<file path="src/rtl/elevator_pkg.sv">
// Shared definitions for the 4-floor elevator controller and floor_counter.
// State codes, floor geometry and floor mask helpers.
package elevator_pkg;

    localparam int NUM_FLOORS = 4;
    localparam int FLOOR_W    = 2;

    typedef enum logic [1:0] {
        IDLE      = 2'b00,
        MOVE_UP   = 2'b01,
        MOVE_DOWN = 2'b10,
        DOOR_OPEN = 2'b11
    } elev_state_e;

    function automatic logic [NUM_FLOORS-1:0] floor_onehot(input logic [FLOOR_W-1:0] floor);
        logic [NUM_FLOORS-1:0] m;
        for (int i = 0; i < NUM_FLOORS; i++) begin
            m[i] = (i == int'(floor));
        end
        return m;
    endfunction

    // Floors strictly above/below the given one; empty at the top/bottom, never wraps.
    function automatic logic [NUM_FLOORS-1:0] above_mask(input logic [FLOOR_W-1:0] floor);
        logic [NUM_FLOORS-1:0] m;
        for (int i = 0; i < NUM_FLOORS; i++) begin
            m[i] = (i > int'(floor));
        end
        return m;
    endfunction

    function automatic logic [NUM_FLOORS-1:0] below_mask(input logic [FLOOR_W-1:0] floor);
        logic [NUM_FLOORS-1:0] m;
        for (int i = 0; i < NUM_FLOORS; i++) begin
            m[i] = (i < int'(floor));
        end
        return m;
    endfunction

endpackage

</file>
<file path="src/rtl/elevator_if.sv">
// Request/position/status bundle between the elevator controller and its environment.
// The estop signal exists only when ELEV_ESTOP_EN is defined.
interface elevator_if;
    import elevator_pkg::*;

    logic [NUM_FLOORS-1:0] req_btn;
    logic [FLOOR_W-1:0]    curr_floor;
    logic [1:0]            current_state;
    logic [NUM_FLOORS-1:0] pending_req;
    logic                  door_open;

`ifdef ELEV_ESTOP_EN
    logic                  estop;

    modport master (
        output req_btn, curr_floor, estop,
        input  current_state, pending_req, door_open
    );
    modport slave (
        input  req_btn, curr_floor, estop,
        output current_state, pending_req, door_open
    );
`else
    modport master (
        output req_btn, curr_floor,
        input  current_state, pending_req, door_open
    );
    modport slave (
        input  req_btn, curr_floor,
        output current_state, pending_req, door_open
    );
`endif

endinterface

</file>
<file path="src/rtl/elevator_req_latch.sv">
// Outstanding-request register with floor clear, plus above/below/here decode
// relative to the car's current floor.
module elevator_req_latch
    import elevator_pkg::*;
(
    input  logic                  clk,
    input  logic                  reset_n,
    input  logic [NUM_FLOORS-1:0] req_btn,
    input  logic [FLOOR_W-1:0]    curr_floor,
    input  logic                  clr_here,
    input  logic                  in_door,
    output logic [NUM_FLOORS-1:0] pending,
    output logic                  above,
    output logic                  below,
    output logic                  here
);

    logic [NUM_FLOORS-1:0] pending_r;
    logic [NUM_FLOORS-1:0] here_mask_s;
    logic [NUM_FLOORS-1:0] set_s;
    logic [NUM_FLOORS-1:0] clr_s;
    logic [NUM_FLOORS-1:0] next_s;

    // Next pending set: a press at the open-door floor only extends the dwell, and clear beats set.
    always_comb begin
        here_mask_s = floor_onehot(curr_floor);
        if (in_door) begin
            set_s = req_btn & ~here_mask_s;
        end else begin
            set_s = req_btn;
        end
        if (clr_here) begin
            clr_s = here_mask_s;
        end else begin
            clr_s = {NUM_FLOORS{1'b0}};
        end
        next_s = (pending_r | set_s) & ~clr_s;
    end

    // Pending request register.
    always_ff @(posedge clk or negedge reset_n) begin
        if (!reset_n) begin
            pending_r <= {NUM_FLOORS{1'b0}};
        end else begin
            pending_r <= next_s;
        end
    end

    assign pending = pending_r;
    assign above   = |(pending_r & above_mask(curr_floor));
    assign below   = |(pending_r & below_mask(curr_floor));
    assign here    = pending_r[curr_floor];

endmodule

</file>
<file path="src/rtl/elevator_fsm.sv">
// Elevator motion controller: SCAN direction choice, motion commands and door dwell timer.
// Optional ELEV_ESTOP_EN adds the estop input (halts motion, freezes the door timer).
module elevator_fsm
    import elevator_pkg::*;
#(
    parameter int DOOR_TIME = 20,
    parameter int DOOR_W    = 5
) (
    input  logic       clk,
    input  logic       reset_n,
    elevator_if.slave  bus
);

    localparam logic [DOOR_W-1:0]  DOOR_LAST    = DOOR_W'(DOOR_TIME - 1);
    localparam logic [FLOOR_W-1:0] TOP_FLOOR    = FLOOR_W'(NUM_FLOORS - 1);
    localparam logic [FLOOR_W-1:0] BOTTOM_FLOOR = {FLOOR_W{1'b0}};

    elev_state_e           state_r;
    logic [DOOR_W-1:0]     timer_r;
    logic                  dir_up_r;
    logic                  door_open_r;

    logic [NUM_FLOORS-1:0] pending_s;
    logic                  above_s;
    logic                  below_s;
    logic                  here_s;
    logic                  estop_s;
    logic                  in_door_s;
    logic                  enter_door_s;
    logic                  here_req_s;

`ifdef ELEV_ESTOP_EN
    assign estop_s = bus.estop;
`else
    assign estop_s = 1'b0;
`endif

    // Every non-door state opens the door first when the current floor is requested.
    always_comb begin
        in_door_s  = (state_r == DOOR_OPEN);
        here_req_s = bus.req_btn[bus.curr_floor];
        if (!in_door_s && here_s && !estop_s) begin
            enter_door_s = 1'b1;
        end else begin
            enter_door_s = 1'b0;
        end
    end

    elevator_req_latch u_req_latch (
        .clk        (clk),
        .reset_n    (reset_n),
        .req_btn    (bus.req_btn),
        .curr_floor (bus.curr_floor),
        .clr_here   (enter_door_s),
        .in_door    (in_door_s),
        .pending    (pending_s),
        .above      (above_s),
        .below      (below_s),
        .here       (here_s)
    );

    // Controller state, travel direction, door timer and registered door flag.
    always_ff @(posedge clk or negedge reset_n) begin
        if (!reset_n) begin
            state_r     <= IDLE;
            timer_r     <= {DOOR_W{1'b0}};
            dir_up_r    <= 1'b1;
            door_open_r <= 1'b0;
        end else begin
            case (state_r)
                IDLE: begin
                    if (estop_s) begin
                        state_r <= IDLE;
                    end else if (here_s) begin
                        state_r     <= DOOR_OPEN;
                        timer_r     <= {DOOR_W{1'b0}};
                        door_open_r <= 1'b1;
                    end else if (above_s && (dir_up_r || !below_s)) begin
                        state_r  <= MOVE_UP;
                        dir_up_r <= 1'b1;
                    end else if (below_s) begin
                        state_r  <= MOVE_DOWN;
                        dir_up_r <= 1'b0;
                    end else begin
                        state_r <= IDLE;
                    end
                end
                MOVE_UP: begin
                    if (estop_s) begin
                        state_r <= IDLE;
                    end else if (here_s) begin
                        state_r     <= DOOR_OPEN;
                        timer_r     <= {DOOR_W{1'b0}};
                        door_open_r <= 1'b1;
                    end else if (bus.curr_floor == TOP_FLOOR) begin
                        state_r <= IDLE;
                    end else if (above_s) begin
                        state_r <= MOVE_UP;
                    end else begin
                        state_r <= IDLE;
                    end
                end
                MOVE_DOWN: begin
                    if (estop_s) begin
                        state_r <= IDLE;
                    end else if (here_s) begin
                        state_r     <= DOOR_OPEN;
                        timer_r     <= {DOOR_W{1'b0}};
                        door_open_r <= 1'b1;
                    end else if (bus.curr_floor == BOTTOM_FLOOR) begin
                        state_r <= IDLE;
                    end else if (below_s) begin
                        state_r <= MOVE_DOWN;
                    end else begin
                        state_r <= IDLE;
                    end
                end
                DOOR_OPEN: begin
                    // A press at this floor restarts the dwell; estop holds the door as is.
                    if (estop_s) begin
                        timer_r <= timer_r;
                    end else if (here_req_s) begin
                        timer_r <= {DOOR_W{1'b0}};
                    end else if (timer_r == DOOR_LAST) begin
                        state_r     <= IDLE;
                        door_open_r <= 1'b0;
                    end else begin
                        timer_r <= timer_r + {{(DOOR_W-1){1'b0}}, 1'b1};
                    end
                end
                default: begin
                    state_r     <= IDLE;
                    door_open_r <= 1'b0;
                end
            endcase
        end
    end

    assign bus.current_state = state_r;
    assign bus.pending_req   = pending_s;
    assign bus.door_open     = door_open_r;

endmodule
</file>
<file path="src/flat_wrapper.sv">
// flat-port wrapper written by rule: the top's interface ports become plain ports
module elevator_fsm_flat import elevator_pkg::*;
#(
    parameter int DOOR_TIME = 20,
    parameter int DOOR_W    = 5
)
  (clk, reset_n, bus_req_btn, bus_curr_floor, bus_current_state, bus_pending_req, bus_door_open);
  elevator_if bus_i ();
  input  logic clk;
  input  logic reset_n;
  input wire logic [$bits(bus_i.req_btn)-1:0] bus_req_btn;
  input wire logic [$bits(bus_i.curr_floor)-1:0] bus_curr_floor;
  output wire logic [$bits(bus_i.current_state)-1:0] bus_current_state;
  output wire logic [$bits(bus_i.pending_req)-1:0] bus_pending_req;
  output wire logic [$bits(bus_i.door_open)-1:0] bus_door_open;
  assign bus_i.req_btn = bus_req_btn;
  assign bus_i.curr_floor = bus_curr_floor;
  assign bus_current_state = bus_i.current_state;
  assign bus_pending_req = bus_i.pending_req;
  assign bus_door_open = bus_i.door_open;
  elevator_fsm #(.DOOR_TIME(DOOR_TIME), .DOOR_W(DOOR_W)) u_core (.clk(clk), .reset_n(reset_n), .bus(bus_i));
endmodule
</file>
<file path="config.mk">
export PLATFORM = sky130hd
export DESIGN_NAME = elevator_fsm_flat
export DESIGN_NICKNAME = d
export VERILOG_FILES = /design/src/rtl/elevator_pkg.sv /design/src/rtl/elevator_if.sv /design/src/rtl/elevator_req_latch.sv /design/src/rtl/elevator_fsm.sv /design/src/flat_wrapper.sv
export SDC_FILE = /design/constraint.sdc
export NUM_CORES = 1
export LEC_CHECK = 0
export CORE_MARGIN = 5
export CORE_UTILIZATION = 53
export CTS_BUF_LIST = sky130_fd_sc_hd__clkbuf_16
export DETAILED_ROUTE_END_ITERATION = 8
export GPL_ROUTABILITY_DRIVEN = 0
export GPL_TIMING_DRIVEN = 0
export PLACE_DENSITY = 0.82
export SKIP_LAST_GASP = 1
export SLEW_MARGIN = 20
export SYNTH_ARGS = -nofsm -noshare
export SYNTH_HDL_FRONTEND = slang
export SYNTH_SLANG_ARGS = --single-unit
</file>
<file path="constraint.sdc">
create_clock -name clk -period 5.39 [get_ports clk]
set_clock_uncertainty 0.2 [all_clocks]
set_input_delay 1.3475 -clock clk [delete_from_list [all_inputs] [get_ports clk]]
set_output_delay 1.3475 -clock clk [all_outputs]
set_load 0.005 [all_outputs]
</file>
; ---- Word-level counts from Yosys, hierarchy flattened
; Index checks and enable logic that the tools add are counted.
[totals]
register_bits = 13
latch_bits = 0
mem_bits_rw = 0
rom_bits = 0
input_bits = 8
output_inout_bits = 7
n_memories = 0
[classes]
add_sub_neg = 1
n_mul = 0
div_mod_pow = 0
order_cmp = 7
eq_ne = 12
shifts = 0
mux = 28
n_bitwise = 8
reduce_logical = 16
[op_table]
columns = operator, count
row1 = $mux W2, 9
row2 = $mux W5, 3
row3 = $and A4 B4 Y4, 3
row4 = $pmux W5 S2, 1
row5 = $mux W1, 9
row6 = $mux W4, 2
row7 = $not A4 Y4, 2
row8 = $pmux W2 S4, 1
row9 = $reduce_or A4 Y1, 2
row10 = $eq A2 B2 Y1 const B, 3
row11 = $logic_not A2 Y1, 3
row12 = $reduce_and A3 Y1, 2
row13 = $add A5 B1 Y5 const B, 1
row14 = $eq A5 B5 Y1 const B, 1
row15 = $and A4 B3 Y4, 1
row16 = $bmux W1 S2, 2
row17 = $eq A2 B2 Y1 const A, 2
row18 = $gt A2 B2 Y1 const A, 2
row19 = $lt A1 B2 Y1 const A, 2
row20 = $ne A2 B2 Y1 const B, 2
row21 = $or A4 B4 Y4, 1
row22 = $reduce_and A2 Y1, 2
row23 = $lt A2 B3 Y1 const B, 1
row24 = $ne A3 B3 Y1 const B, 1
row25 = 12 further kinds, 14

; ---- Depth between registers and ports, before layout
[logic_depth]
word_depth = 9
depth_mapped = 5
mapped_depth_nobuf = 5

; ---- By module
; Synthesis repeated with hierarchy kept, for this count alone.
[hier_totals]
cells_unflattened = 81
hier_area_um2 = 793.3
[by_module_without_submodules]
columns = module, n_inst, cells_per_inst, area_each_um2
row1 = elevator_fsm, 1, 55, 549.3
row2 = elevator_req_latch, 1, 26, 244.0

; ---- Least setup slack after synthesis
; Ideal clock, no wire load.
[synth_path]
path_kind = input port to flip-flop
start = in bus_curr_floor[1]
end = reg u_core.door_open_r (netlist: u_core.bus.door_open)
setup_time_ps = 121
t_arrival_ps = 2552
path_slack_ps = 2517
cell_stages = 4
n_path_buf = 1
path_cell_list = buf_6 mux4_2 or3_4 a22o_2
[synth_between]
elab_chain_len = 4
elab_cells_between_ends = 7
cone_classes = eq/ne (2) / mux (4) / reduce/logical (1)
[synth_rtl]
columns = item, line_no
row1 = from (decl), flat_wrapper.sv:12  ; input wire logic [$bits(bus_i.curr_floor)-1:0] bus_curr_floor;
row2 = "$bmux W1 S2, on equally long branches", "elevator_fsm.sv:41, elevator_req_latch.sv:52"
row3 = "$mux W1, on equally long branches", "elevator_fsm.sv:41, elevator_req_latch.sv:52"
row4 = $ne A2 B2 Y1 (no source line) or $ne A2 B1 Y1 (tied branches), --
row5 = $reduce_and A3 Y1 (no source line) (*), --
row6 = to (signal assigned), elevator_fsm.sv:68  ; door_open_r <= 1'b0;
row7 = to (signal assigned), elevator_fsm.sv:77  ; door_open_r <= 1'b1;
row8 = to (signal assigned), elevator_fsm.sv:94  ; door_open_r <= 1'b1;
row9 = to (decl), elevator_fsm.sv:21  ; logic door_open_r;
; Mark *: on every way between the ends. The rest lies on a longest branch, timed or not. The select of a mux whose other input is x is not followed.
; A chain may end at the register's enable or synchronous reset.

; ---- Final worst setup path
[layout_path]
start = in bus_curr_floor[0]
end = reg u_core.state_r[1] (netlist: u_core.bus.current_state[1])
[layout_between]
elab_chain_len = 9
elab_cells_between_ends = 27
cone_classes = order compare (6) / eq/ne (1) / mux (11) / bitwise (2) / reduce/logical (7)
[layout_rtl]
columns = item, line_no
row1 = $lt A1 B2 Y1 or $lt A2 B2 Y1 (tied branches), elevator_pkg.sv:35  ; m[i] = (i < int'(floor));
row2 = $and A4 B3 Y4, elevator_req_latch.sv:51  ; assign below = |(pending_r & below_mask(curr_floor));
row3 = $reduce_or A4 Y1, elevator_req_latch.sv:51
row4 = $logic_not A1 Y1, elevator_fsm.sv:78  ; end else if (above_s && (dir_up_r || !below_s)) begin
row5 = $logic_or A1 B1 Y1, elevator_fsm.sv:78
row6 = $logic_and A1 B1 Y1, elevator_fsm.sv:78
row7 = $mux W2, elevator_fsm.sv:78
row8 = $mux W2, elevator_fsm.sv:74  ; end else if (here_s) begin
row9 = $pmux W2 S4, elevator_fsm.sv:70  ; case (state_r)
row10 = to (signal assigned), elevator_fsm.sv:73  ; state_r <= IDLE;
row11 = to (signal assigned), elevator_fsm.sv:75  ; state_r <= DOOR_OPEN;
row12 = to (signal assigned), elevator_fsm.sv:79  ; state_r <= MOVE_UP;
row13 = to (decl), elevator_fsm.sv:18  ; elev_state_e state_r;
; Several ways; a longest one is shown, not always the timed one. The select of a mux whose other input is x is not followed.

==> qor.yml <==
hold_path_end: "u_core.dir_up_r"
vias: 687
synth_top_family_by_area: "compound AO/OA/AOI/OAI gates"
clk_latency_ns: 0.24
drv_slew: 0
fmax_mhz: 305
cts-htree-levels: 1
drc: 0
cts_inserted_buffers: 3
synth.distinct_cells: 29
track_usage_pct: 19.7
dieArea_um2: 2310
core_area_um2: 1330
worstPathCellList: "clkdlybuf4s50_1 -> mux4_2 -> a21o_1 -> o21bai_1 -> a22o_1"
io_pins: 15
fin_crit_ns: 3.28
required_ns: 5.32
start_kind: "input pin"
ant_nets: 0
wl_per_cell_um: 16.5
cts_resized: 0
tightest_slew_ns: 0.574
cts_hold_buf: 0
min_period_over_period_pct: 60.8
clk_pin_slew_ns: 0.04
post_cts_buffers: 0
dpl.hpwl_mm: 1.17
place_area_um2: 916
reg2reg_setup_slack_ns: 3.32
antenna_found_initial: 0
slew_headroom_pct: 61.6
hold_violations: 0
via_per_inst: 6.36
die_w_um: 48.0
clock-root-buffer: "clkbuf_16"
final_area_um2: 995
holdPathStages: 2
ys_seq_area_share_pct: 42.6
ys_warn_count: 0
cellLeakagePower_nw: 0.406
grt_pass1_wl_mm: 2.99
syn2layout_area_growth_pct: 29.7
synthXorXnorAreaFrac_pct: 4.57
clkSinkCount: 13
fp.dieH_um: 48.0
rsz0062_at_grt: "false"
fin_nets: 103
grt_max_degree: 14
numPlacedInstances: 104
yosys.area_share.simple_pct: 17.1
end_kind: "register"
tritoncts: "yes"
cp_num_buf_inv: 1
cpPeakStageDelay_ns: 0.61
syn_avg_cell_area_um2: 10.1
synthAdderAreaFrac_pct: 1.63
arrival_ns: 3.21
routed_wl_mm: 1.78
setup_tns_ns: 0
max-clock-path-buffers: 2
start_util_pct: 57.5
hp-class: "register to register"
status: "complete, no violations"
antennaDiodeCount: 0
p_total_w: 0.000319
r2r_end: "u_core.bus.current_state[1]"
synthCells: 76
port_buffers: 13
critPathMaxFanout: 6
synth_fp_nets: 85
powerDensity_nw_per_um2: 321
worstSetupPathType: "input pin to register"
crit_family: "compound AO/OA/AOI/OAI gates"
row_count: 13
drt_first_pass_iters: 4
cp_slowest_cell: "mux4_2"
ir_worst_vdd_uv: 198
fin_ws_ns: 2.11
ys_seq_elements: 13
syn_area_um2: 767
r2r_start: "u_core.timer_r[0]"
hold_start: "u_core.dir_up_r"
synth_compound_area_share_pct: 24.8
drtIter0Drc: 18
cap_violations: 0
gr-total-overflow: 0
drive_gt1_share_pct: 12.9
finalSetupViolCount: 0
grt_pass1_vias: 711
final_cells: 108
post-place-ws_ns: 1.87
muxShareOfSynthArea_pct: 5.87
reg2reg_depth: 4
[stage by stage]
step	hold WS [ns]	util, %
floorplan	0.259	-
global placement	0.282	68.7
detailed placement	0.280	68.7
CTS	0.298	74.6
global route	0.313	74.6
finish	0.298	74.6
[registers in the layout (all words and copies together), names as in the netlist]
name,flops
u_core.bus.door_open,1
u_core.bus.current_state,2
u_core.u_req_latch.pending,4
u_core.dir_up_r,1
u_core.timer_r,5
[routing by layer]
layer  wire length (µm)  track usage, %  part of all wire (%)  vias up
li1                   -               -                     -      323
met1                764            21.9                    43      321
met5                  0               0                     0        -
met3                124            6.02                   7.0        9
met2                802            29.8                    45       34
met4                 86            17.7                   4.8        0
[cell usage in the layout, fill, tap and decap left out, types with 2 or more instances in the layout]
cell and instances:
nand3_1 2, a31oi_1 7, a41oi_1 2, nor3_1 2, o21a_1 2, o21ai_0 4
o41ai_1 2, inv_1 4, nor2_1 9, xnor2_1 4, nand2_1 4, a21oi_1 5
a21o_1 2, clkbuf_16 3, dfrtp_1 12, mux4_2 2, clkdlybuf4s50_1 13
[worst min-delay path: stages, from the launching register on]
cell	delay, ns
dfstp_2	0.37
o41ai_1	0.06
a21oi_1	0.06
[logic make-up (layout without fill, tap and decap cells)]
| group | count (synthesis) | in the layout |
|---|---|---|
| and+or+nand+nor | 23 | 23 |
| AOI/OAI and AO/OA | 28 | 28 |
| buffers and inverters | 5 | 22 |
| adders and majority gates | 1 | 1 |
| DFF | 13 | 13 |
| xor gates and xnor gates | 4 | 4 |
| muxes | 2 | 2 |
[worst max path at each step]
stage / end / slack [ns] / from / cells past startpoint
floorplan: u_core.bus.door_open / 2.52 / bus_curr_floor[1] / 4
global placement: u_core.bus.current_state[1] / 1.89 / bus_curr_floor[0] / 5
detailed placement: u_core.bus.current_state[1] / 1.87 / bus_curr_floor[0] / 5
CTS: u_core.bus.current_state[1] / 2.13 / bus_curr_floor[0] / 5
global route: u_core.bus.current_state[1] / 2.09 / bus_curr_floor[0] / 5
finish: u_core.bus.current_state[1] / 2.11 / bus_curr_floor[0] / 5
[layout make-up]
cell class / count / area (µm²)
Clock inverter: 1 / 3.75
Fill cell: 101 / 339
Inverter: 3 / 11.3
Timing Repair Buffer: 13 / 130
Clock buffer: 3 / 75.1
Tap cell: 15 / 18.8
Multi-Input combinational cell: 58 / 414
Buffer: 2 / 15.0
Sequential cell: 13 / 327
[synthesized netlist by cell type]
cell | instances | area, µm²
dfstp_2 | 1 | 26.3
a41oi_1 | 2 | 17.5
o41ai_1 | 2 | 17.5
or3_4 | 1 | 11.3
mux4_2 | 2 | 45.0
dfrtp_1 | 12 | 300
a31oi_1 | 7 | 43.8
xnor2_1 | 4 | 35.0
a21oi_1 | 5 | 25.0
a21o_1 | 2 | 15.0
clkbuf_1 | 1 | 3.75
nand3_1 | 2 | 10.0
inv_1 | 3 | 11.3
and2b_2 | 1 | 8.76
nor2_1 | 9 | 33.8
or2_0 | 1 | 6.26
a22o_1 | 1 | 8.76
nand2_1 | 4 | 15.0
a22o_2 | 1 | 10.0
o21bai_1 | 1 | 7.51
ha_1 | 1 | 12.5
o21a_1 | 2 | 15.0
o21ai_0 | 4 | 20.0
or4bb_4 | 1 | 15.0
buf_6 | 1 | 11.3
nor2b_1 | 1 | 6.26
a32o_1 | 1 | 10.0
nor4b_2 | 1 | 15.0
nor3_1 | 2 | 10.0
[power by group]
| group | switching [W] | leakage (nW) | total [W] | internal (W) |
|---|---|---|---|---|
| logic | 0.0000231 | 0.224 | 0.0000518 | 0.0000288 |
| clock network | 0.0000386 | 0.0423 | 0.000136 | 0.0000976 |
| registers | 0.0000194 | 0.140 | 0.000131 | 0.000112 |
(Power assumes the default switching activity.)
